==> src/rtl/vending_machine_multi.sv <==
// Multi-product coin vendor: credit accumulation, priced select, dispenser handshake, greedy change.
// Optional sales counter output enabled by defining VEND_SALES_CNT_EN.
module vending_machine_multi #(
    parameter int NUM_ITEMS  = 4,
    parameter int CREDIT_W   = 6,
    parameter int MAX_CREDIT = 20,
    parameter logic [NUM_ITEMS*CREDIT_W-1:0] PRICES = {NUM_ITEMS{CREDIT_W'(4)}}
) (
    input  logic                 clk_i,
    input  logic                 rst_i,
    input  logic                 nickle_i,
    input  logic                 dime_i,
    input  logic                 quarter_i,
    input  logic [NUM_ITEMS-1:0] sel_i,
    input  logic                 cancel_i,
    input  logic                 vend_ready_i,
    output logic [NUM_ITEMS-1:0] item_valid_o,
    output logic                 chg_nickle_o,
    output logic                 chg_dime_o,
    output logic                 chg_quarter_o,
    output logic                 coin_reject_o,
    output logic                 sel_err_o,
    output logic [CREDIT_W-1:0]  credit_o,
    output logic                 busy_o
`ifdef VEND_SALES_CNT_EN
    ,
    output logic [15:0]          sales_cnt_o
`endif
);

    // Prices are sliced to CREDIT_W bits, so only the ceiling and coin values need checking.
    if (MAX_CREDIT > (2**CREDIT_W) - 1) begin : g_bad_max
        $error("MAX_CREDIT does not fit in CREDIT_W bits");
    end
    if (CREDIT_W < 3) begin : g_bad_width
        $error("CREDIT_W must hold a quarter (5 units)");
    end

    localparam int SUM_W = CREDIT_W + 3;

    typedef enum logic [1:0] {S_IDLE, S_CREDIT, S_VEND, S_CHANGE} state_t;

    state_t                 state_q, state_d;
    logic [CREDIT_W-1:0]    credit_d;
    logic [NUM_ITEMS-1:0]   item_d;
    logic [2:0]             chg_d;        // {quarter, dime, nickel}
    logic                   reject_d;
    logic                   sel_err_d;
    logic                   sale;

    logic [2:0]             coin_vec;
    logic                   coin_any, coin_multi, coin_ok;
    logic [CREDIT_W-1:0]    coin_val, credit_upd;
    logic [SUM_W-1:0]       coin_sum;
    logic                   sel_any, sel_onehot, afford;
    logic [CREDIT_W-1:0]    sel_price, vend_price, remain;
    logic [NUM_ITEMS-1:0][CREDIT_W-1:0] sel_masked, vend_masked;

    function automatic logic [2:0] pick_coin(input logic [CREDIT_W-1:0] r);
        if (r >= CREDIT_W'(5))      pick_coin = 3'b100;
        else if (r >= CREDIT_W'(2)) pick_coin = 3'b010;
        else if (r != '0)           pick_coin = 3'b001;
        else                        pick_coin = 3'b000;
    endfunction

    function automatic logic [CREDIT_W-1:0] coin_units(input logic [2:0] c);
        case (c)
            3'b100:  coin_units = CREDIT_W'(5);
            3'b010:  coin_units = CREDIT_W'(2);
            3'b001:  coin_units = CREDIT_W'(1);
            default: coin_units = '0;
        endcase
    endfunction

    for (genvar i = 0; i < NUM_ITEMS; i++) begin : g_item
        localparam logic [CREDIT_W-1:0] PRICE = PRICES[i*CREDIT_W +: CREDIT_W];
        assign sel_masked[i]  = sel_i[i]        ? PRICE : '0;
        assign vend_masked[i] = item_valid_o[i] ? PRICE : '0;
    end

    always_comb begin
        sel_price  = '0;
        vend_price = '0;
        for (int i = 0; i < NUM_ITEMS; i++) begin
            sel_price  = sel_price  | sel_masked[i];
            vend_price = vend_price | vend_masked[i];
        end
    end

    // Coin front end: a lone coin is credited unless it would pass the ceiling.
    assign coin_vec   = {quarter_i, dime_i, nickle_i};
    assign coin_any   = |coin_vec;
    assign coin_multi = !$onehot0(coin_vec);
    assign coin_val   = coin_units(coin_vec);
    assign coin_sum   = SUM_W'(credit_o) + SUM_W'(coin_val);
    assign coin_ok    = coin_any && !coin_multi && (coin_sum <= SUM_W'(MAX_CREDIT));
    assign credit_upd = coin_ok ? coin_sum[CREDIT_W-1:0] : credit_o;

    // Price is checked against the credit after this cycle's coin.
    assign sel_any    = |sel_i;
    assign sel_onehot = $onehot(sel_i);
    assign afford     = credit_upd >= sel_price;
    assign remain     = credit_o - vend_price;

    always_comb begin
        state_d   = state_q;
        credit_d  = credit_o;
        item_d    = item_valid_o;
        chg_d     = 3'b000;
        reject_d  = 1'b0;
        sel_err_d = 1'b0;
        sale      = 1'b0;
        case (state_q)
            S_IDLE: begin
                reject_d  = coin_any && !coin_ok;
                credit_d  = credit_upd;
                sel_err_d = sel_any;
                if (coin_ok) state_d = S_CREDIT;
            end
            S_CREDIT: begin
                reject_d = coin_any && !coin_ok;
                credit_d = credit_upd;
                if (cancel_i) begin
                    state_d = S_CHANGE;
                end else if (sel_any) begin
                    if (sel_onehot && afford) begin
                        state_d = S_VEND;
                        item_d  = sel_i;
                    end else begin
                        sel_err_d = 1'b1;
                    end
                end
            end
            S_VEND: begin
                reject_d  = coin_any;
                sel_err_d = sel_any;
                if (vend_ready_i) begin
                    // First change coin leaves on the same edge the item is taken.
                    sale     = 1'b1;
                    item_d   = '0;
                    chg_d    = pick_coin(remain);
                    credit_d = remain - coin_units(chg_d);
                    state_d  = (credit_d == '0) ? S_IDLE : S_CHANGE;
                end
            end
            S_CHANGE: begin
                reject_d  = coin_any;
                sel_err_d = sel_any;
                chg_d     = pick_coin(credit_o);
                credit_d  = credit_o - coin_units(chg_d);
                state_d   = (credit_d == '0) ? S_IDLE : S_CHANGE;
            end
            default: state_d = S_IDLE;
        endcase
    end

    always_ff @(posedge clk_i) begin
        if (rst_i) begin
            state_q       <= S_IDLE;
            credit_o      <= '0;
            item_valid_o  <= '0;
            chg_quarter_o <= 1'b0;
            chg_dime_o    <= 1'b0;
            chg_nickle_o  <= 1'b0;
            coin_reject_o <= 1'b0;
            sel_err_o     <= 1'b0;
            busy_o        <= 1'b0;
        end else begin
            state_q       <= state_d;
            credit_o      <= credit_d;
            item_valid_o  <= item_d;
            chg_quarter_o <= chg_d[2];
            chg_dime_o    <= chg_d[1];
            chg_nickle_o  <= chg_d[0];
            coin_reject_o <= reject_d;
            sel_err_o     <= sel_err_d;
            busy_o        <= (state_d == S_VEND) || (state_d == S_CHANGE);
        end
    end

`ifdef VEND_SALES_CNT_EN
    always_ff @(posedge clk_i) begin
        if (rst_i)     sales_cnt_o <= '0;
        else if (sale) sales_cnt_o <= sales_cnt_o + 16'd1;
    end
`endif

endmodule
==> config.mk <==
export PLATFORM = sky130hd
export DESIGN_NAME = vending_machine_multi
export DESIGN_NICKNAME = d
export VERILOG_FILES = /design/src/rtl/vending_machine_multi.sv
export SDC_FILE = /design/constraint.sdc
export NUM_CORES = 1
export LEC_CHECK = 0
export CORE_MARGIN = 5
export CORE_UTILIZATION = 40
export CTS_BUF_LIST = sky130_fd_sc_hd__clkbuf_8 sky130_fd_sc_hd__clkbuf_16
export DETAILED_ROUTE_END_ITERATION = 10
export GPL_ROUTABILITY_DRIVEN = 0
export GPL_TIMING_DRIVEN = 0
export PLACE_DENSITY_LB_ADDON = 0.08
export RECOVER_POWER = 25
export SETUP_SLACK_MARGIN = 0.02
export SYNTH_ARGS = -nofsm -noshare
export SYNTH_HDL_FRONTEND = slang
export SYNTH_SLANG_ARGS = --single-unit
==> constraint.sdc <==
create_clock -name clk_i -period 4.1 [get_ports clk_i]
set_input_delay 0.82 -clock clk_i [delete_from_list [all_inputs] [get_ports clk_i]]
set_output_delay 0.82 -clock clk_i [all_outputs]
set_load 0.05 [all_outputs]
==> impl_summary.md, run 1 <==
Clock tree
In this run, post-CTS hold repair placed 0 buffers. The H-tree depth is 1. Counting every sink on the clock net gives 17. The maximum buffer depth of the clock tree is 2. The worst-skew pair later-pin latency is roughly 0.26 ns. The clock tree from TritonCTS is built. The root buffer cell chosen for the clock tree is sky130_fd_sc_hd__clkbuf_8. The clock transition at the registers of the reported paths is ~0.070 ns. The number of buffers created by CTS is 3.

Yosys
The total standard cell area after synthesis is about 1800 um^2. Yosys mapped a number of flops with a built-in enable equal to 0. The most instantiated flip-flop cell in the synthesis netlist is sky130_fd_sc_hd__dfxtp_1.

The cell count after synthesis came out at roughly 230. The synthesis warning total is 0. Dividing the synthesized area by the synthesized cell count gives just under 8 um^2. The number of register bits inferred by synthesis is 17. The netlist uses 57 different library cells. The proportion of register bits with asynchronous set or reset after synthesis is 0%.

Summing the sequential cell areas from Yosys gives approximately a fifth of the chip area. The number of nets in the synthesized netlist is approximately 260.

Routing
Across all layers, the routed design uses about 1800 vias. For this block, the initial DRC count from the detailed router was approximately 110. Summed over all layers, the routed wires come to between 5 and 6 mm. After detailed routing, the number of vias per cell comes to roughly 5.7.

The first-pass detailed-route iteration total is 4. The detailed-route DRC error count is 0. The count of nets left with antenna violations once routing finished came out at 0. The average wire per cell in the routed design is 16.2 um.

STA
The post-route fraction of the period consumed by the critical path is between 90% and 100%. The tightest slew margin relative to the limit is 55.7%. The maximum clock rate is ~260 MHz. The transition time at the pin with the least slew margin is around 0.66 ns. The total count of max-transition violations in the final report was 0. Hold is met by approximately 0.52 ns. Across the routed clock network, the largest skew measured is 0.00618 ns.

The final critical-path required period is approximately 3.9 ns. Setup violations remaining at the end of the flow were counted as 0. The number of hold-slack violations in the final timing report came to 0.

Placement
The half-perimeter wire length of the detailed placement result is approximately 3.8 mm. Once placement completed, the tool counted placed cells totaling 308. Buffers placed on the I/O ports in this run total 25.

Critical path
In this run the register-to-register setup slack is slightly below 0.3 ns. The worst-path maximum fanout is 5. The standard cell with the maximum stage delay on the critical path is sky130_fd_sc_hd__or3_1. The critical path startpoint category is an input port. Data arrives at the worst endpoint at 4.05 ns. The largest single stage delay on the critical path is 0.34 ns. At the worst endpoint, the required time is approximately 4.3 ns. The endpoint of the worst register-to-register path is state_q[0].

Counting cells, the worst reg-to-reg path comes to 17. The critical path goes through dlygate4sd2_1 > xnor2_1 > nor2_1 > ha_2 > fa_2 > a21oi_2 > or3_1 > a32o_2 > and2_4 > a21oi_4 > ha_1 > inv_1 > nor3_1 > o2111ai_1 > o2111ai_2 > o21ai_1 > nand2b_1 > a211oi_1. The critical path is of the in -> reg type.

The launching point of the worst reg2reg path is item_valid_o[0]. The category of the worst setup path capture point is a register.

Layout
The final-stage net count is ~300. Leaving out fill and tap cells, the most frequent cells in the layout are 22 x sky130_fd_sc_hd__nor2_1, 17 x sky130_fd_sc_hd__dfxtp_1, 16 x sky130_fd_sc_hd__inv_1. The final standard cell count with taps included and fillers excluded is ~320.

The proportion of layout cells with a drive suffix above 1 is about 13%. The number of antenna diodes in the final layout is 0. Leaving out fill and tap cells, the most frequent cell in the layout is sky130_fd_sc_hd__nor2_1. The fill cell instance count of the final layout is around 430. Relative to the synthesized area, the layout overhead comes to 25.4%.

Global route
The aggregate global-route resource usage is approximately 17%. The number of antenna violations at the first check in global routing came to 0. The via count of the first global-routing pass is 1813.

Entering global routing, the biggest net connects 16 pins. The first global-routing pass estimated between 8 and 9 mm of wire. Summed over all layers, the global routing overflow is 0.

Power
Power spread over the standard cell area amounts to around 470 nW/um^2. The maximum resistive drop on vdd is about 0.23 mV. Summed over all cells, the static leakage comes to around 0.9 nW.

Die
During I/O placement, the number of pins put on the boundary was 27. The die area is roughly 5900 um^2. The width of the die is ~77 um.

The initial utilization of the core area, before any placement, comes to between 40% and 50%. From bottom edge to top edge, the die measures between 70 and 80 um. The core region area is approximately 4400 um^2. The placement row count is 24.

Hold path
Counting instances, the worst hold path has a depth of 2. The class of the worst hold path is reg -> reg. The critical hold path startpoint is item_valid_o[3]. The path with the worst hold slack has its endpoint at item_valid_o[3].

Status
The flow ran to the end, and the final reports show no timing, DRC or antenna violations.

Job
The number of max-cap violations is 0.
-- timing repair --
item | CTS | global route
buffers inserted | 4 | 0
pin swaps | 4 | 3
endpoints found under the setup margin | 7 | 8
gates resized for setup | 6 | 13
-- state kept, by name, indices dropped and copies added (netlist names) --
register / count
credit_o: 6
item_valid_o: 4
busy_o: 1
chg_dime_o: 1
chg_nickle_o: 1
chg_quarter_o: 1
coin_reject_o: 1
sel_err_o: 1
state_q: 1
-- cells by family (layout without fill, tap and decap cells) --
family          count (synthesis)  after routing  synth area share, %
fa+ha+maj                      20             20                 15.7
flops                          17             17                 19.0
mux                             2              2                 1.19
buf+inv                        25             58                 5.59
compound gates                 69             69                 27.2
xor+xnor                       12             12                 5.87
simple gates                   86             86                 25.5
-- power by group --
part / leakage, nW / switching, mW / total, mW / internal [mW]
clock network: 0.0269 / 0.0620 / 0.129 / 0.0666
registers: 0.139 / 0.0235 / 0.204 / 0.181
logic: 0.738 / 0.422 / 0.732 / 0.309
-- worst max path at each step --
stage | slack, ns | startpoint | to
2_1_floorplan | 0.31 | item_valid_o[0] | state_q[0]
6_report | 0.21 | nickle_i | sel_err_o
3_5_place_dp | -0.55 | nickle_i | sel_err_o
3_3_place_gp | -0.54 | nickle_i | sel_err_o
4_1_cts | 0.02 | dime_i | item_valid_o[1]
5_1_grt | -0.0002 | nickle_i | item_valid_o[1]
-- per-layer routing --
| layer | global-route usage [%] | vias to the layer above | wire length, um | share of wire [%] |
|---|---|---|---|---|
| li1 | - | 906 | - | - |
| met1 | 21.9 | 828 | 2400 | 47 |
| met2 | 28.7 | 57 | 2360 | 46 |
| met3 | 3.63 | 6 | 289 | 5.7 |
| met4 | 5.42 | 0 | 57 | 1.1 |
| met5 | 0 | - | 0 | 0 |
-- worst max-delay path: cells and delay by family --
family / cells / cell delay [ns]
AO/OA/AOI/OAI: 7 / 1.28
adder cells (fa/ha/maj): 3 / 0.69
XOR/XNOR: 1 / 0.15
AND/OR/NAND/NOR: 5 / 0.74
buffers and inverters: 2 / 0.37
-- cell usage after synthesis, drive strengths merged, types with 5 or more instances --
master	number	share of area, %
nor3	11	3.4
inv	16	3.4
a21oi	20	6.0
nor3b	6	2.5
a211oi	7	3.2
xnor2	10	4.9
nand2b	5	1.7
clkbuf	6	1.3
nand2	10	2.1
ha	16	11
and2	6	2.2
nor2b	8	2.8
o21ai	14	4.1
nor2	22	4.6
nand3	6	1.7
dfxtp	17	19
-- per-stage QoR --
step | worst slack, ns | area, um^2 | util (%) | total power, mW | setup TNS, ns
final | 0.210 | 2240 | 51.6 | 1.06 | 0
after global routing | -0.000221 | 2240 | 51.6 | 1.15 | -0.000221
after CTS | 0.0203 | 2190 | 50.4 | 1.03 | 0
after detailed placement | -0.547 | 2110 | 48.4 | 0.890 | -3.60
after global placement | -0.544 | 2110 | 48.4 | 0.893 | -3.62
after floorplan | 0.308 | 1790 | - | 0.730 | 0
-- area by class of cell --
cell class | instances | area (um^2) | area share [%]
Inverter | 16 | 60.1 | 2.68
Tap cell | 52 | 65.1 | 2.90
Sequential cell | 17 | 340 | 15.2
Clock inverter | 1 | 3.75 | 0.167
Timing Repair Buffer | 29 | 280 | 12.5
Clock buffer | 3 | 41.3 | 1.84
Multi-Input combinational cell | 189 | 1410 | 63.0
Buffer | 9 | 40.0 | 1.78
Note: power is estimated with default switching activity, not from simulation.
==> run 2: changes to the inputs <==
==> constraint.sdc (replaced) <==
create_clock -name clk_i -period 4.42 [get_ports clk_i]
set_input_delay 0.884 -clock clk_i [delete_from_list [all_inputs] [get_ports clk_i]]
set_output_delay 0.884 -clock clk_i [all_outputs]
set_load 0.05 [all_outputs]
==> impl_summary.md, run 2 (synthesis gave the netlist of run 1 again) <==
Power
The overall power is 0.962 mW (-9.7%). The leakage power is 0.902 nW (-0.16%). The power per cell area is 437 nW/um^2 (-7.9%). The maximum resistive drop on vdd is 0.211 mV (-8.2%).

Global route
The wire length of the first global-routing pass is 8.28 mm (-2.4%). The fraction of met2 tracks used by global routing is 26.6% (-2.1 points). The global-route congestion overflow total was 0 (unchanged). The global-route track usage on met3 was 3.86% (+0.23 points). The aggregate global-route resource usage was 16.7% (-0.49 points). The via count of the first global-routing pass is 1758 (-3.0%). The number of antenna violations at the first check in global routing was 0 (unchanged). The global-route met1 utilization was 22.0% (+0.14 points). The global routing's busiest layer is met2. The pin count of the biggest net entering global routing came to 16 (unchanged).

STA
Based on the critical path, the design can be clocked at up to 238 MHz. The worst path uses 95.2% of the clock period. Setup repair after global routing left no endpoint under its margin. The final-layout setup total negative slack is 0 ns (unchanged). The transition time at the pin with the least slew margin is 0.628 ns (-0.0361 ns). The setup clock skew after layout is 0.00544 ns (-0.000733 ns). The final setup violation count came to 0 (unchanged). The final critical-path required period is around 4.2 ns.

The total count of max-transition violations in the final report is 0 (unchanged). The number of hold-slack violations in the final timing report is 0 (unchanged). The tightest slew margin relative to the limit is 58.1% (+2.4 points).

Routing
The overall routed net length is 4.98 mm (-2.4%). The number of antenna-violating nets in the routed design was 0 (unchanged). The initial DRC count is 115 (+2.7%). The first-pass detailed-route iteration total is 4 (unchanged). The detailed-route DRC error count came to 0 (unchanged). The via total after detailed routing is 1793 (-0.22%). The average wire per cell in the routed design is 15.8 um (-2.1%). The detail-routed via count per cell was 5.69 (about the same).

Layout
The area growth from synthesis to layout is 23.0%. The proportion of layout cells with a drive suffix above 1 is 9.13% (-3.4 points). The final-stage net count is 295 (-0.34%).

The flip-flop count of the largest register, all copies and words added is 6 (unchanged). In the layout the commonest cells are 22 x sky130_fd_sc_hd__nor2_1, 17 x sky130_fd_sc_hd__a21oi_1, 17 x sky130_fd_sc_hd__dfxtp_1. The largest registers in the layout are credit_o (6), item_valid_o (4). The register with the most flip-flops in the final layout is credit_o. The area taken by multi-input logic gates was 1370 um^2 (-2.8%). The fill cell instance count of the final layout is 442 (+1.8%). The flip-flop and latch area is 340 um^2 (unchanged). The leading cell type in the layout, fill and taps excluded is sky130_fd_sc_hd__nor2_1. The antenna diode count is 0 (unchanged). The utilization after layout is 50.6% (-0.98 points).

Critical path
STA classifies the critical path endpoint as a register. The buffers plus inverters on the worst setup path is 2 (unchanged). The kind of critical path is in -> reg. The worst-path maximum fanout is 10 (+5). The logic depth of the worst register-to-register path is 15 (-2). The endpoint identified for the worst register-to-register timing path is state_q[0].

The cell family contributing the most delay on the critical path is compound AO/OA/AOI/OAI gates. The data arrival time at the worst-slack endpoint is 4.33 ns (+0.28 ns). The number of logic stages on the critical path including buffering came to 16 (-2). The critical path goes through clkdlybuf4s50_1 > nor2_1 > ha_1 > fa_1 > a21oi_2 > nand4_1 > a21oi_4 > and2_4 > a21oi_2 > ha_1 > inv_1 > a2111o_1 > o2111ai_2 > o21ai_4 > o211ai_1 > a21oi_1.

For this design, the slowest cell found on the critical path is sky130_fd_sc_hd__clkdlybuf4s50_1. The data required time of the worst path is 4.54 ns (+0.28 ns). The delay of the slowest critical-path stage was 0.54 ns (+0.20 ns). The startpoint identified for the worst register-to-register timing path is item_valid_o[0].

The flop-to-flop setup slack is 0.39 ns (+0.10 ns). The worst setup path is launched from an input port.

Hold path
The worst hold path terminates at item_valid_o[3]. The critical hold path startpoint is item_valid_o[3]. The class of the worst hold path is reg -> reg. The hold path depth is 2 (unchanged).

Die
The placement row count is 24 (unchanged). The die span in y is 76.9 um (unchanged). The I/O pin count is 27 (unchanged). The core region area is 4350 um^2 (unchanged). The width of the die is 76.9 um (unchanged).

The effective utilization at floorplan was 41.1% (unchanged). The die area is 5910 um^2 (unchanged).

Status
The run finished with clean final reports.

Clock tree
TritonCTS built the clock tree. The maximum buffer depth of the clock tree is 2 (unchanged). The H-tree depth came to 1 (unchanged). The count of clock tree sinks is 17 (unchanged).

The clock transition at the registers of the reported paths is 0.07 ns (about the same). The number of hold buffers added after CTS came to 0 (unchanged). The tree is rooted in a sky130_fd_sc_hd__clkbuf_8. The worst-skew pair later-pin latency is 0.26 ns (about the same). The number of buffers created by CTS was 3 (unchanged).

Job
The number of max-cap violations is 0 (unchanged).

Placement
The total of buffers placed on input and output ports is 25 (unchanged). The half-perimeter wire length of the detailed placement result is 3.79 mm (unchanged).
## run 2: changes by cell type in the layout (fill, tap and decap cells not counted), sizes merged
| cell | before | now |
|---|---|---|
| dlymetal6s2s | 1 | 2 |
| clkdlybuf4s50 | 14 | 15 |
| buf | 7 | 6 |
| dlygate4sd2 | 2 | 0 |
## run 2: tightest hold or removal path, cell delays in order, from the launching register on
cell and delay (ns):
sky130_fd_sc_hd__dfxtp_1 0.33, sky130_fd_sc_hd__o211ai_1 0.08, sky130_fd_sc_hd__a21oi_1 0.06
## run 2: layout make-up
cell class	instances	area share [%]
clock inverter	1	0.170
buffer	9	1.82
inverter	16	2.73
clock buffer	3	1.88
timing repair buffer	28	12.6
tap	52	2.95
multi-input combinational	189	62.4
sequential	17	15.5
## run 2: worst max path at each step
stage | from | end | slack [ns]
detailed placement | nickle_i | sel_err_o | -0.29
finish | dime_i | item_valid_o[1] | 0.21
floorplan | item_valid_o[0] | state_q[0] | 0.63
CTS | nickle_i | sel_err_o | 0.05
global placement | nickle_i | sel_err_o | -0.29
global route | dime_i | item_valid_o[1] | 0.01
## run 2: where the power goes
part | leakage, nW | internal (mW) | switching, mW
clock | 0.0269 | 0.0618 | 0.0566
sequential | 0.139 | 0.168 | 0.0212
combinational | 0.736 | 0.272 | 0.382
total | 0.902 | 0.502 | 0.460
## run 2: routing by layer
layer / vias to the layer above / wire length (um) / share of wire [%]
met3: 9 / 363 / 7.3
li1: 903 / - / -
met1: 809 / 2320 / 47
met4: 0 / 87 / 1.7
met5: - / 0 / 0
met2: 72 / 2210 / 44
## run 2: what timing repair did
| action | CTS | global route |
|---|---|---|
| pin swaps | 0 | 4 |
| resized for setup | 2 | 5 |
| setup buffers | 1 | 2 |
| setup endpoints to repair | 6 | 7 |
## run 2: metrics by stage
step	cell area (um^2)	hold slack [ns]	std cells	setup WS (ns)
after floorplan	1790	0.583	231	0.628
after global placement	2110	0.509	308	-0.288
after detailed placement	2110	0.503	308	-0.291
after CTS	2170	0.521	313	0.0481
after global routing	2200	0.557	315	0.0110
final	2200	0.519	315	0.210
==> run 3: changes to the inputs <==
==> constraint.sdc (replaced) <==
create_clock -name clk_i -period 5.02 [get_ports clk_i]
set_input_delay 1.004 -clock clk_i [delete_from_list [all_inputs] [get_ports clk_i]]
set_output_delay 1.004 -clock clk_i [all_outputs]
set_load 0.05 [all_outputs]
==> impl_summary.md, run 3 (synthesis gave the netlist of run 1 again) <==
Layout
The largest registers in the layout are credit_o (6), item_valid_o (4). The leading cell type in the layout, fill and taps excluded is sky130_fd_sc_hd__nor2_1. The library cells used most frequently in the layout, excluding fill and tap cells, are 22 x sky130_fd_sc_hd__nor2_1, 18 x sky130_fd_sc_hd__a21oi_1, 18 x sky130_fd_sc_hd__clkdlybuf4s50_1.

More flip-flops sit in one register than any other, and that register is credit_o. The area growth from synthesis to layout is 20.1%. The proportion of layout cells with a drive suffix above 1 came to 7.31% (-1.8 points).

The antenna diode count is 0 (unchanged). The final-stage net count came to 292 (-1.0%). The final standard cell count with taps included and fillers excluded was 312 (-0.95%).

The fill cell instance count of the final layout is 441 (-0.23%). The flip-flop count of the largest register, all copies and words added came to 6 (unchanged).

STA
The setup clock skew after layout is 0.00617 ns (+0.000731 ns). Based on the critical path, the design can be clocked at up to approximately 220 MHz. The total count of max-transition violations in the final report is 0 (unchanged). The final-layout setup total negative slack is 0 ns (unchanged). The post-route fraction of the period consumed by the critical path is around 91%.

Setup repair after global routing left no endpoint under its margin. The number of hold-slack violations in the final timing report is 0 (unchanged). The clock period could shrink to ~4.6 ns.

The final setup violation count is 0 (unchanged). The tightest slew margin relative to the limit is 58.6% (+0.56 points). The transition time at the pin with the least slew margin was 0.620 ns (-0.00831 ns).

Clock tree
The count of clock tree sinks is 17 (unchanged). TritonCTS built the clock tree. The worst-skew pair later-pin latency came to 0.26 ns (about the same). The maximum buffer depth of the clock tree is 2 (unchanged).

The number of resized instances in the post-cts repair step is 0 (-2). The clock transition at the registers of the reported paths came to 0.07 ns (about the same). The number of hold buffers added after CTS came to 0 (unchanged).

The number of buffers created by CTS is 3 (unchanged). The buffer type at the clock tree root is sky130_fd_sc_hd__clkbuf_8. The H-tree depth is 1 (unchanged). The number of setup buffers added after CTS is 0 (-1).

Critical path
The worst-path maximum fanout is 10 (unchanged). STA classifies the critical path startpoint as an input port. The flop-to-flop setup slack came to 1.00 ns (+0.61 ns). The kind of critical path is in -> reg. The data required time of the worst path is 5.18 ns (+0.64 ns). The logic depth of the worst register-to-register path was 15 (unchanged). The launching point of the worst reg2reg path is item_valid_o[0]. STA classifies the critical path endpoint as a register. The data arrival time at the worst-slack endpoint is 4.73 ns (+0.40 ns).

In this run the worst setup path begins at nickle_i.

Job
The number of max-cap violations is 0 (unchanged).

Die
The die span in y was 76.9 um (unchanged). The effective utilization at floorplan is 41.1% (unchanged). The I/O pin count was 27 (unchanged).

The placement row count is 24 (unchanged). The die area is 5910 um^2 (unchanged). The core region area is 4350 um^2 (unchanged). The width of the die came to 76.9 um (unchanged).

Routing
The initial DRC count is 74 (-36%). The number of antenna-violating nets in the routed design is 0 (unchanged). The overall routed net length is 4.92 mm (-1.3%). The average wire per cell in the routed design was 15.8 um (-0.36%). The detail-routed via count per cell is 5.73 (+0.74%). The via total after detailed routing came to 1789 (-0.22%). The detailed-route DRC error count came to 0 (unchanged).

The first-pass detailed-route iteration total was 4 (unchanged).

Power
The switching fraction of total power was 47.8% (-0.061 points). The leakage power is 0.861 nW (-4.5%). The share of total power in the clock network came to 12.5% (+0.2 points). The reported net switching power came to 0.399 mW (-13%). The internal power was 0.436 mW (-13%). The sequential group share of total power is 19.9% (+0.2 points). The power per cell area is 388 nW/um^2 (-11%). The maximum resistive drop on vdd was 0.187 mV (-11%). The combinational power share is 67.6% (-0.4 points).

Global route
The number of antenna violations at the first check in global routing is 0 (unchanged). The global-route congestion overflow total is 0 (unchanged). The wire length of the first global-routing pass is 8.24 mm (-0.51%). The via count of the first global-routing pass is 1751 (-0.40%). The pin count of the biggest net entering global routing is 16 (unchanged).

The aggregate global-route resource usage is 16.6% (-0.073 points).

Hold path
The hold path depth is 2 (unchanged). The critical hold path startpoint is item_valid_o[3]. The class of the worst hold path is reg -> reg.

Placement
The total of buffers placed on input and output ports is 25 (unchanged). The instance count after placement with tap cells included is 308 (unchanged). The half-perimeter wire length of the detailed placement result is 3.79 mm (unchanged).

Status
The run finished with clean final reports.
## run 3: through the flow
| stage | utilization, % | area [um^2] | hold slack [ns] | total power, mW | setup WS [ns] |
|---|---|---|---|---|---|
| finish | 49.4 | 2150 | 0.519 | 0.835 | 0.453 |
| floorplan | - | 1790 | 0.583 | 0.596 | 1.11 |
| global route | 49.4 | 2150 | 0.557 | 0.903 | 0.176 |
| CTS | 49.4 | 2150 | 0.521 | 0.835 | 0.428 |
| detailed placement | 48.4 | 2110 | 0.503 | 0.727 | 0.189 |
| global placement | 48.4 | 2110 | 0.509 | 0.729 | 0.192 |
## run 3: path summary, 6_finish.rpt
check                                        to
worst max register to register       state_q[0]
worst min-delay path            item_valid_o[3]
worst max-delay path                  sel_err_o
worst min register to register  item_valid_o[3]
## run 3: power groups by stage
stage | clock (mW) | combinational, mW | sequential (mW)
2_1_floorplan | 0 | 0.392 | 0.204
3_3_place_gp | 0 | 0.559 | 0.170
3_5_place_dp | 0 | 0.556 | 0.171
4_1_cts | 0.107 | 0.560 | 0.167
5_1_grt | 0.113 | 0.620 | 0.170
6_report | 0.104 | 0.565 | 0.166
## run 3: final cells by class
cell class                 count  area [um^2]  area share, %
multi-input combinational    189         1350           62.8
sequential                    17          340           15.8
timing repair buffer          25          250           11.6
tap                           52         65.1           3.03
inverter                      16         60.1           2.79
clock buffer                   3         41.3           1.92
buffer                         9         40.0           1.86
clock inverter                 1         3.75          0.175
## run 3: layer usage
layer	track usage, %	up-vias	part of all wire (%)
met5	0	-	0
met3	3.86	9	7.4
met4	5.59	0	1.8
li1	-	898	-
met1	22.0	815	47
met2	26.4	67	44
## run 3: critical path, cell delays in order
cell,delay (ns)
sky130_fd_sc_hd__clkdlybuf4s50_1,0.56
sky130_fd_sc_hd__xnor2_1,0.14
sky130_fd_sc_hd__nor2_1,0.06
sky130_fd_sc_hd__ha_1,0.22
sky130_fd_sc_hd__fa_1,0.42
sky130_fd_sc_hd__a21oi_2,0.19
sky130_fd_sc_hd__nand4_1,0.13
sky130_fd_sc_hd__a21oi_2,0.38
sky130_fd_sc_hd__and2_4,0.26
sky130_fd_sc_hd__a21oi_1,0.11
sky130_fd_sc_hd__ha_1,0.30
sky130_fd_sc_hd__inv_1,0.08
sky130_fd_sc_hd__nor3_1,0.05
sky130_fd_sc_hd__o2111ai_1,0.11
sky130_fd_sc_hd__o2111ai_2,0.19
sky130_fd_sc_hd__o21ai_0,0.20
sky130_fd_sc_hd__nand2b_1,0.07
sky130_fd_sc_hd__a211oi_1,0.24
==> patch, RTL diff (config.mk and constraints of run 2) <==
The parameter `NUM_ITEMS` goes from 4 to 2.
--- a/src/rtl/vending_machine_multi.sv
+++ b/src/rtl/vending_machine_multi.sv
@@ -2,5 +2,5 @@
 // Optional sales counter output enabled by defining VEND_SALES_CNT_EN.
 module vending_machine_multi #(
-    parameter int NUM_ITEMS  = 4,
+    parameter int NUM_ITEMS  = 2,
     parameter int CREDIT_W   = 6,
     parameter int MAX_CREDIT = 20,
Interface: changed (resized item_valid_o and sel_i); port bits go from 27 to 23. The function was not compared with the original's and may differ.
==> patch against run 2 <==
Register-to-register slack better by 0.11 ns; cell count down 8.9%; sequential cell count down 2; first-iteration DRC count down 27%; cell area down 8.9%; setup slack better by 0.090 ns; wire length down 10%; combinational power up 44%; via count down 9.1%; area after synthesis down 7.4%; die area down 6.5%; power up 30%; count of clock-buffer cells in the layout unchanged; critical endpoint is now item_valid_o[0]$_SDFFE_PP0P_.
==> patch: results <==
[drt]
drt_pass1_iterations = 6
drt_iter0_drc = 84
vias = 1629

[layout]
layout.cells.non_filler = 287
final_nets = 264
syn_to_final_growth_pct = 21.1
fillCellCount = 422
reg.largest.list = credit_o (6), item_valid_o (2)
layout.nonclk_buf_share_pct = 12.8
final-clk-cell-share_pct = 2.31
seq-cell-share_pct = 15.0
diodes = 0
drive_gt1_share_pct = 9.70

[setup_path]
rr_worst_depth = 17
cp_slowest_cell = fa_2
worst-path-max-fanout = 9
rr_startpoint = credit_o[2]$_SDFFE_PP0N_

[sta]
worstMarginPinSlew_ns = 0.546
finClkSkew_ns = 0.00882

[yosys]
synthCells = 211
synth_nets = 237
yosysSeqAreaShare_pct = 18.1
synthFlopType = dfxtp_1
synth_area_leaders = dfxtp_1 18%, ha_1 11%, xnor2_1 4.2%
synthTopCellsByCount = 18 x nor2_1, 17 x nand2_1, 16 x inv_1

[place]
placed_cells = 283
postPlaceCellArea_um2 = 1940
hpwl_um = 3550
port-buffer-count = 22
post-place-ws_ns = -0.385

[min_path]
holdPathEnd = item_valid_o[1]$_SDFFE_PP0P_
hp-start = item_valid_o[1]$_SDFFE_PP0P_

[power_and_ir_drop]
power.density_nw_per_um2 = 623
switching_share_pct = 51.7
p_leak_nw = 0.835
p_comb_share_pct = 75.2
p_total_w = 0.00125

[global_route]
grt_start_max_net_pins = 11
grt_pass1_wl_um = 7580
grt_usage_pct = 17.5

[run_status]
status = completed

[clock_network]
cts.sinks = 15
cts_setup_buffers = 0
==> patch: cells by family (layout without fill, tap and decap cells) <==
group	count (synthesis)	count (layout)	share of synthesized area, %
AND/OR/NAND/NOR	74	74	23.5
adder cells (fa/ha/maj)	17	17	14.2
buffers and inverters	27	53	6.79
AO/OA/AOI/OAI	61	61	28.1
XOR/XNOR	12	12	6.34
flip-flops	15	15	18.1
multiplexers	5	5	3.02
==> patch: through the flow <==
| stage | hold WS, ns | TNS (ns) |
|---|---|---|
| after global placement | 0.470 | -1.47 |
| after detailed placement | 0.464 | -1.57 |
| after floorplan | 0.656 | 0 |
| after CTS | 0.483 | 0 |
| after global routing | 0.518 | 0 |
| final | 0.474 | 0 |
==> patch: worst max path at each step <==
stage | from | end | slack (ns)
floorplan | quarter_i | busy_o$_SDFF_PP0_ | 0.42
global placement | nickle_i | item_valid_o[1]$_SDFFE_PP0P_ | -0.37
detailed placement | nickle_i | busy_o$_SDFF_PP0_ | -0.39
CTS | dime_i | busy_o$_SDFF_PP0_ | 0.06
global route | credit_o[2]$_SDFFE_PP0N_ | state_q[0]$_SDFF_PP0_ | 0.03
finish | quarter_i | item_valid_o[0]$_SDFFE_PP0P_ | 0.30
==> patch: worst max-delay path: cells and delay by family <==
kind	cells	cell delay, ns
buf+inv	2	0.31
simple gates	6	0.99
xor+xnor	1	0.16
fa+ha+maj	3	0.95
mux	2	0.38
compound gates	3	0.63
==> patch: per-layer routing <==
metal	share of wire, %	GRT usage, %
met5	0	0
met4	0.91	4.15
met3	3.3	2.03
met2	48	30.0
met1	48	23.4
==> patch: repair_timing <==
item	in CTS	in global routing
setup endpoints to repair	3	5
hold buffers	0	0
pin swaps	0	1
gates resized for setup	4	8
gates cloned	0	0
